### src/rtl/alu_seq_flags.sv
// alu_seq_flags
//   Execute-stage ALU with a registered NZCV flag register and a valid/ready
//   operand handshake. Single-cycle ops (ADD, SUB, AND, ORR, EOR, ADC, SBC)
//   complete one cycle after acceptance. Opcode 111 is either an N-cycle
//   iterative shift-add multiplier or a single-cycle no-op.
//
//   Configuration macro: ALU_SEQ_MUL_EN
//     defined   -> opcode 111 runs the iterative multiplier (MUL state)
//     undefined -> opcode 111 writes result=0, leaves flags alone, 1 cycle
//
// Parameters
//   N          datapath width in bits (>= 4)
// Ports
//   clk        clock, all state updates on the rising edge
//   reset      asynchronous, active-high; clears all state
//   in_valid   operands/opcode valid this cycle
//   in_ready   high only in IDLE; accept = in_valid & in_ready
//   alu_ctl    000 ADD, 001 SUB, 010 AND, 011 ORR, 100 EOR, 101 ADC, 110 SBC, 111 MUL
//   a, b       operands
//   set_flags  write this op's flags into the flag register
//   result     registered result, holds until the next completion
//   out_valid  one-cycle pulse when result/flags are updated
//   flags      registered {N,Z,C,V}

module alu_seq_flags #(
  parameter int N = 32
) (
  input  logic         clk,
  input  logic         reset,
  input  logic         in_valid,
  output logic         in_ready,
  input  logic [2:0]   alu_ctl,
  input  logic [N-1:0] a,
  input  logic [N-1:0] b,
  input  logic         set_flags,
  output logic [N-1:0] result,
  output logic         out_valid,
  output logic [3:0]   flags
);

  typedef enum logic [1:0] {
    IDLE = 2'd0,
    EXEC = 2'd1,
    MUL  = 2'd2
  } state_t;

`ifdef ALU_SEQ_MUL_EN
  localparam bit MulEn = 1'b1;
`else
  localparam bit MulEn = 1'b0;
`endif

  state_t state;
  state_t nextState;

  logic         accept;
  logic         execStart;
  logic [N-1:0] bEff;
  logic         cin;
  logic [N:0]   sum;
  logic [N-1:0] opResult;
  logic [3:0]   opFlags;
  logic         opWrites;

  assign in_ready  = (state == IDLE);
  assign accept    = in_valid & in_ready;
  // Opcode 111 only bypasses the single-cycle path when the multiplier exists.
  assign execStart = accept & ~(MulEn & (alu_ctl == 3'b111));

  // Single-cycle datapath evaluated directly on the port operands. Because the
  // result and flags are registered on the accept edge, they appear in the EXEC
  // cycle together with out_valid. The carry-in comes from the flag register as
  // it stands on the accept edge, which is the latched C the ADC/SBC ops need.
  always_comb begin
    bEff     = b;
    cin      = 1'b0;
    opResult = '0;
    opFlags  = flags;
    opWrites = set_flags;
    case (alu_ctl)
      3'b001: begin bEff = ~b; cin = 1'b1;     end
      3'b101: begin bEff = b;  cin = flags[1]; end
      3'b110: begin bEff = ~b; cin = flags[1]; end
      default: ;
    endcase
    sum = {1'b0, a} + {1'b0, bEff} + {{N{1'b0}}, cin};
    case (alu_ctl)
      3'b000, 3'b001, 3'b101, 3'b110: begin
        opResult = sum[N-1:0];
        opFlags  = {sum[N-1], (sum[N-1:0] == '0), sum[N],
                    (a[N-1] == bEff[N-1]) & (sum[N-1] != a[N-1])};
      end
      3'b010, 3'b011, 3'b100: begin
        if (alu_ctl == 3'b010)      opResult = a & b;
        else if (alu_ctl == 3'b011) opResult = a | b;
        else                        opResult = a ^ b;
        opFlags = {opResult[N-1], (opResult == '0), flags[1:0]};
      end
      default: begin
        // Opcode 111 on the single-cycle path: zero result, flags untouched.
        opResult = '0;
        opWrites = 1'b0;
      end
    endcase
  end

`ifdef ALU_SEQ_MUL_EN
  localparam int CW = $clog2(N + 1);
  localparam logic [CW-1:0] LastIter = CW'(N - 1);

  logic [N-1:0]  acc;
  logic [N-1:0]  mcand;
  logic [N-1:0]  mplier;
  logic [CW-1:0] cnt;
  logic          mulSetFlags;
  logic [N-1:0]  accNext;

  // One bit of the multiplier per cycle; the multiplicand shifts left so the
  // partial product lands at the right weight. Bits above N are dropped.
  assign accNext = acc + (mplier[0] ? mcand : '0);

  // Multiplier working registers: loaded on acceptance of opcode 111, then one
  // shift-add step per MUL cycle. The bit counter tells the FSM when to stop.
  always_ff @(posedge clk or posedge reset) begin
    if (reset) begin
      acc         <= '0;
      mcand       <= '0;
      mplier      <= '0;
      cnt         <= '0;
      mulSetFlags <= 1'b0;
    end else if (accept && (alu_ctl == 3'b111)) begin
      acc         <= '0;
      mcand       <= a;
      mplier      <= b;
      cnt         <= '0;
      mulSetFlags <= set_flags;
    end else if (state == MUL) begin
      acc    <= accNext;
      mcand  <= mcand << 1;
      mplier <= mplier >> 1;
      cnt    <= cnt + 1'b1;
    end
  end
`endif

  // State register. Reset mid-multiply simply drops back to IDLE, abandoning
  // the operation so no completion is ever signalled for it.
  always_ff @(posedge clk or posedge reset) begin
    if (reset) state <= IDLE;
    else       state <= nextState;
  end

  // Next-state logic: EXEC is always a single cycle; MUL lasts until the last
  // shift-add step, whose edge also returns to IDLE.
  always_comb begin
    nextState = state;
    case (state)
      IDLE: begin
        if (accept) nextState = execStart ? EXEC : MUL;
      end
      EXEC: nextState = IDLE;
`ifdef ALU_SEQ_MUL_EN
      MUL: begin
        if (cnt == LastIter) nextState = IDLE;
      end
`endif
      default: nextState = IDLE;
    endcase
  end

  // Architectural outputs: result, flags and the out_valid pulse. Single-cycle
  // ops commit on the accept edge; the multiplier commits on its final step,
  // taking N,Z from the product and keeping C,V as they were.
  always_ff @(posedge clk or posedge reset) begin
    if (reset) begin
      result    <= '0;
      flags     <= 4'b0000;
      out_valid <= 1'b0;
    end else begin
      out_valid <= 1'b0;
      if (execStart) begin
        result    <= opResult;
        out_valid <= 1'b1;
        if (opWrites) flags <= opFlags;
      end
`ifdef ALU_SEQ_MUL_EN
      if ((state == MUL) && (cnt == LastIter)) begin
        result    <= accNext;
        out_valid <= 1'b1;
        if (mulSetFlags) flags <= {accNext[N-1], (accNext == '0), flags[1:0]};
      end
`endif
    end
  end

endmodule

### config.mk
export PLATFORM = sky130hd
export DESIGN_NAME = alu_seq_flags
export DESIGN_NICKNAME = d
export VERILOG_FILES = /design/src/rtl/alu_seq_flags.sv
export SDC_FILE = /design/constraint.sdc
export NUM_CORES = 1
export LEC_CHECK = 0
export ABC_CLOCK_PERIOD_IN_PS = 3300
export BUFFER_PORTS_ARGS = -buffer_cell sky130_fd_sc_hd__buf_2
export CAP_MARGIN = 40
export CORE_MARGIN = 1
export CORE_UTILIZATION = 35
export CTS_BUF_LIST = sky130_fd_sc_hd__clkbuf_8
export DETAILED_ROUTE_END_ITERATION = 10
export SYNTH_ARGS = -nofsm -noshare
export SYNTH_HDL_FRONTEND = slang
export SYNTH_SLANG_ARGS = --single-unit
### constraint.sdc
create_clock -name clk -period 3.3 [get_ports clk]
set_input_delay 0.495 -clock clk [delete_from_list [all_inputs] [get_ports clk]]
set_output_delay 0.495 -clock clk [all_outputs]
set_load 0.1 [all_outputs]
==> flow_metrics.tcl <==
set metrics [dict create \
    syn_avg_cell_area_um2 7.53 \
    drt_first_pass_iters 4 \
    floorplan.initialDensity_pct 36.3 \
    setup_viol_count_final 10 \
    syn-num-nets 910 \
    cts_tree "built" \
    routabilityCongestion 0.934 \
    routed_wire_length_per_instance_um 14.6 \
    layout.nets 1124 \
    setup_slack_after_layout_ns -0.265 \
    fmax_ghz 0.281 \
    worstSetupStartpointType "input port" \
    detail_route.iter0.violations 241 \
    die-height_um 128 \
    area_taken_by_multi_input_logic_gates_mm2 0.00451 \
    total_clock_buffers_created_by_cts 5 \
    max-slew-margin-rel_pct 56.9 \
    timing_worst_setup_path_type "input port to register" \
    synth_enable_flop_cells 0 \
    area_growth_syn_to_layout_pct 39.6 \
    first_global_vias 5461 \
    power_switching_share_pct 52.3 \
    hold_viol 0 \
    drv_cap 0 \
    finalCritPeriodShare_pct 108 \
    clkPwrFrac_pct 12.5 \
    critPathRequiredTime_ns 3.48 \
    synth_sequential_area_ratio_pct 17.0 \
    synth.lib_cells_used.distinct 63 \
    critical_path_arrival_ns 3.74 \
    total_leakage_power_nw 3.86 \
    min_period_ns 3.56 \
    finalWirelength_um 17000 \
    yosysWarnings 0 \
    setup_total_negative_slack_ns -1.40 \
    cts.htree.levels 2 \
    antenna_violating_nets_post_route 0 \
    grt_setup_unrepaired "true" \
    cp-end-kind "register" \
    floorplan.io_pins 109 \
    combPwrFrac_pct 71.1 \
    fill_cells 1489 \
    ys_dominant_reg_cell "dfrtp_1" \
    n_antenna_cell 0 \
    hp-class "input port to asynchronous set/reset pin" \
    power_per_cell_area_mw_per_mm2 495 \
    number_of_remaining_drc_errors 0 \
    total_chip_power_mw 3.86 \
    synth_async_sr_flop_share_pct 100 \
    power_frac_seq_pct 16.4 \
    die_area_mm2 0.0165 \
    post_synth_inst_count 742 \
    intPower_mw 1.84 \
    layout.area.seq_um2 951 \
    core_mm2 0.0154 \
    timing_worst_slew_pin_value_ns 0.646 \
    clock_path_buffers 2 \
    gr-total-overflow 0 \
    place.port_buffers 108 \
    cts_root_buffer "clkbuf_8" \
    synth.largest_area_cell "ha_1" \
    grt_first_pass_wirelength_um 27500 \
    clock_sinks 38 \
    globalRouteTotalUtil_pct 20.8 \
    grt_antenna_before_repair 0 \
    fin_worst_skew_ns 0.00624 \
    placement_rows 45 \
    final_cell_count_no_fill 1168 \
    largest_cells_by_area_after_synthesis "ha_1 (21%), dfrtp_1 (17%), xnor2_1 (7.4%)" \
    route.detailed.vias_per_inst 5.03 \
    worst_setup_hold_path_clk_slew_ns 0.08 \
    slew_violations 0 \
    die_width_um 128 \
    clock_latency_ns 0.28 \
    dr_total_vias 5874 \
    crit_path_max_fanout 3 \
    synth_area_mm2 0.00559 \
    finalHoldWorstSlack_ns 0.310 \
    fraction_of_layout_cells_with_a_size_suffix_above_1_pct 32.1 \
    failed_checks "negative setup slack" \
    ir_drop_mv 0.337 \
    detailed_place_hpwl_um 14000 \
    status "finished with violations" \
    grt_max_degree 66 \
    power_switching_mw 2.02 \
    postSynthRegisterBits 38 \
    place_inst 1144 \
    synth_top_area_share_pct 21.3 \
]
==> Yosys cell counts, drive strengths merged (12+ instances only) <==
library cell  number
nor3              12
inv               77
a21oi             77
xnor2             47
xor2              12
ha                95
o21a              12
o21ai             47
clkbuf            26
buf               12
nand2             58
nand4             14
nor2              73
a211oi            27
dfrtp             38
==> routing by layer <==
layer	share of wire [%]	track usage (%)	routed length, um	up-vias
li1	-	-	-	3052
met1	51	30.3	8620	2693
met2	44	33.4	7530	114
met3	3.8	1.75	650	15
met4	1.4	4.57	231	0
met5	0	0	0	-
==> state kept, by name (all words and copies together), names as in the netlist <==
signal     flops
out_valid      1
state          1
result        32
flags          4
==> cell type report <==
cell class              count  area share, %
clock buffers               6           1.06
repair buffers            245           21.1
well taps                 211           3.39
inverters                  77           3.71
multi-input cells         589           57.8
clock inverters             2          0.770
flip-flops and latches     38           12.2
==> cells by family (layout without fill, tap and decap cells) <==
family	after synthesis	in the layout	share of synthesized area, %
compound gates	238	238	27.6
simple gates	192	192	15.7
buf+inv	115	330	7.89
fa+ha+maj	97	97	22.0
xor+xnor	59	59	9.25
flops	38	38	17.0
mux	3	3	0.560
==> worst max-delay path, stage by stage <==
cell and delay [ns]:
buf_8 0.08, nand2b_4 0.12, nor2_4 0.04, nor2_4 0.20, xnor2_4 0.14, fa_2 0.23, inv_2 0.04, fa_2 0.36
a211oi_4 0.28, o31ai_4 0.13, buf_4 0.15, o2111a_1 0.27, nor3_4 0.21, a21oi_4 0.12, a21oi_4 0.21, mux2_4 0.33
and4b_1 0.19, nand4_1 0.09, nand2_1 0.06
==> path summary, 6_finish.rpt <==
| kind | cells after the start | from | end | slack, ns |
|---|---|---|---|---|
| setup / recovery | 19 | alu_ctl[1] | flags[2] | -0.26 |
| hold / removal | 3 | reset | out_valid | 0.31 |
| setup reg to reg | 15 | flags[1] | flags[2] | -0.08 |
| hold reg to reg | 2 | result[9] | result[9] | 0.48 |
| max in group asynchronous | 3 | reset | result[27] | 2.65 |
| min in group clk | 2 | set_flags | flags[3] | 0.45 |
==> layout by cell type (no fill, tap or decap), types with 4 or more instances in the layout <==
| master | count |
|---|---|
| buf_4 | 129 |
| buf_2 | 106 |
| ha_1 | 95 |
| inv_1 | 76 |
| nor2_1 | 70 |
| a21oi_1 | 62 |
| nand2_1 | 57 |
| xnor2_1 | 41 |
| dfrtp_1 | 38 |
| o21ai_0 | 32 |
| a211oi_1 | 23 |
| nand4_1 | 14 |
| o21a_1 | 12 |
| o21ai_1 | 11 |
| xor2_1 | 10 |
| a21oi_2 | 10 |
| nor3_1 | 10 |
| a22oi_1 | 9 |
| a21o_1 | 8 |
| o22ai_1 | 8 |
| nand3_1 | 8 |
| a31oi_1 | 8 |
| clkbuf_8 | 6 |
| buf_6 | 6 |
| a21oi_4 | 5 |
| o31ai_1 | 5 |
| nand2b_1 | 5 |
| o211ai_1 | 5 |
| o221ai_1 | 4 |
| o21ai_2 | 4 |
==> power by group through the flow <==
stage	registers, mW	clock network (mW)	logic (mW)
after detailed placement	0.645	0	2.55
after global routing	0.648	0.511	2.93
after CTS	0.636	0.493	2.65
after floorplan	1.46	0	0.943
final	0.634	0.482	2.74
after global placement	0.644	0	2.53
==> timing repair <==
| item | 4_1_cts | 5_1_grt |
|---|---|---|
| setup buffers | 17 | 1 |
| setup endpoints to repair | 19 | 20 |
| hold buffers | 0 | 0 |
| resized for setup | 35 | 28 |
| pin swaps | 39 | 19 |
==> per-stage QoR <==
stage	area (um^2)	setup WS, ns	util [%]
3_5_place_dp	7220	-0.738	47.0
3_3_place_gp	7210	-0.649	46.9
6_report	7790	-0.265	50.7
5_1_grt	7790	-0.406	50.7
4_1_cts	7650	-0.290	49.8
2_1_floorplan	5700	-0.633	-
Note: power is estimated with default switching activity, not from simulation.
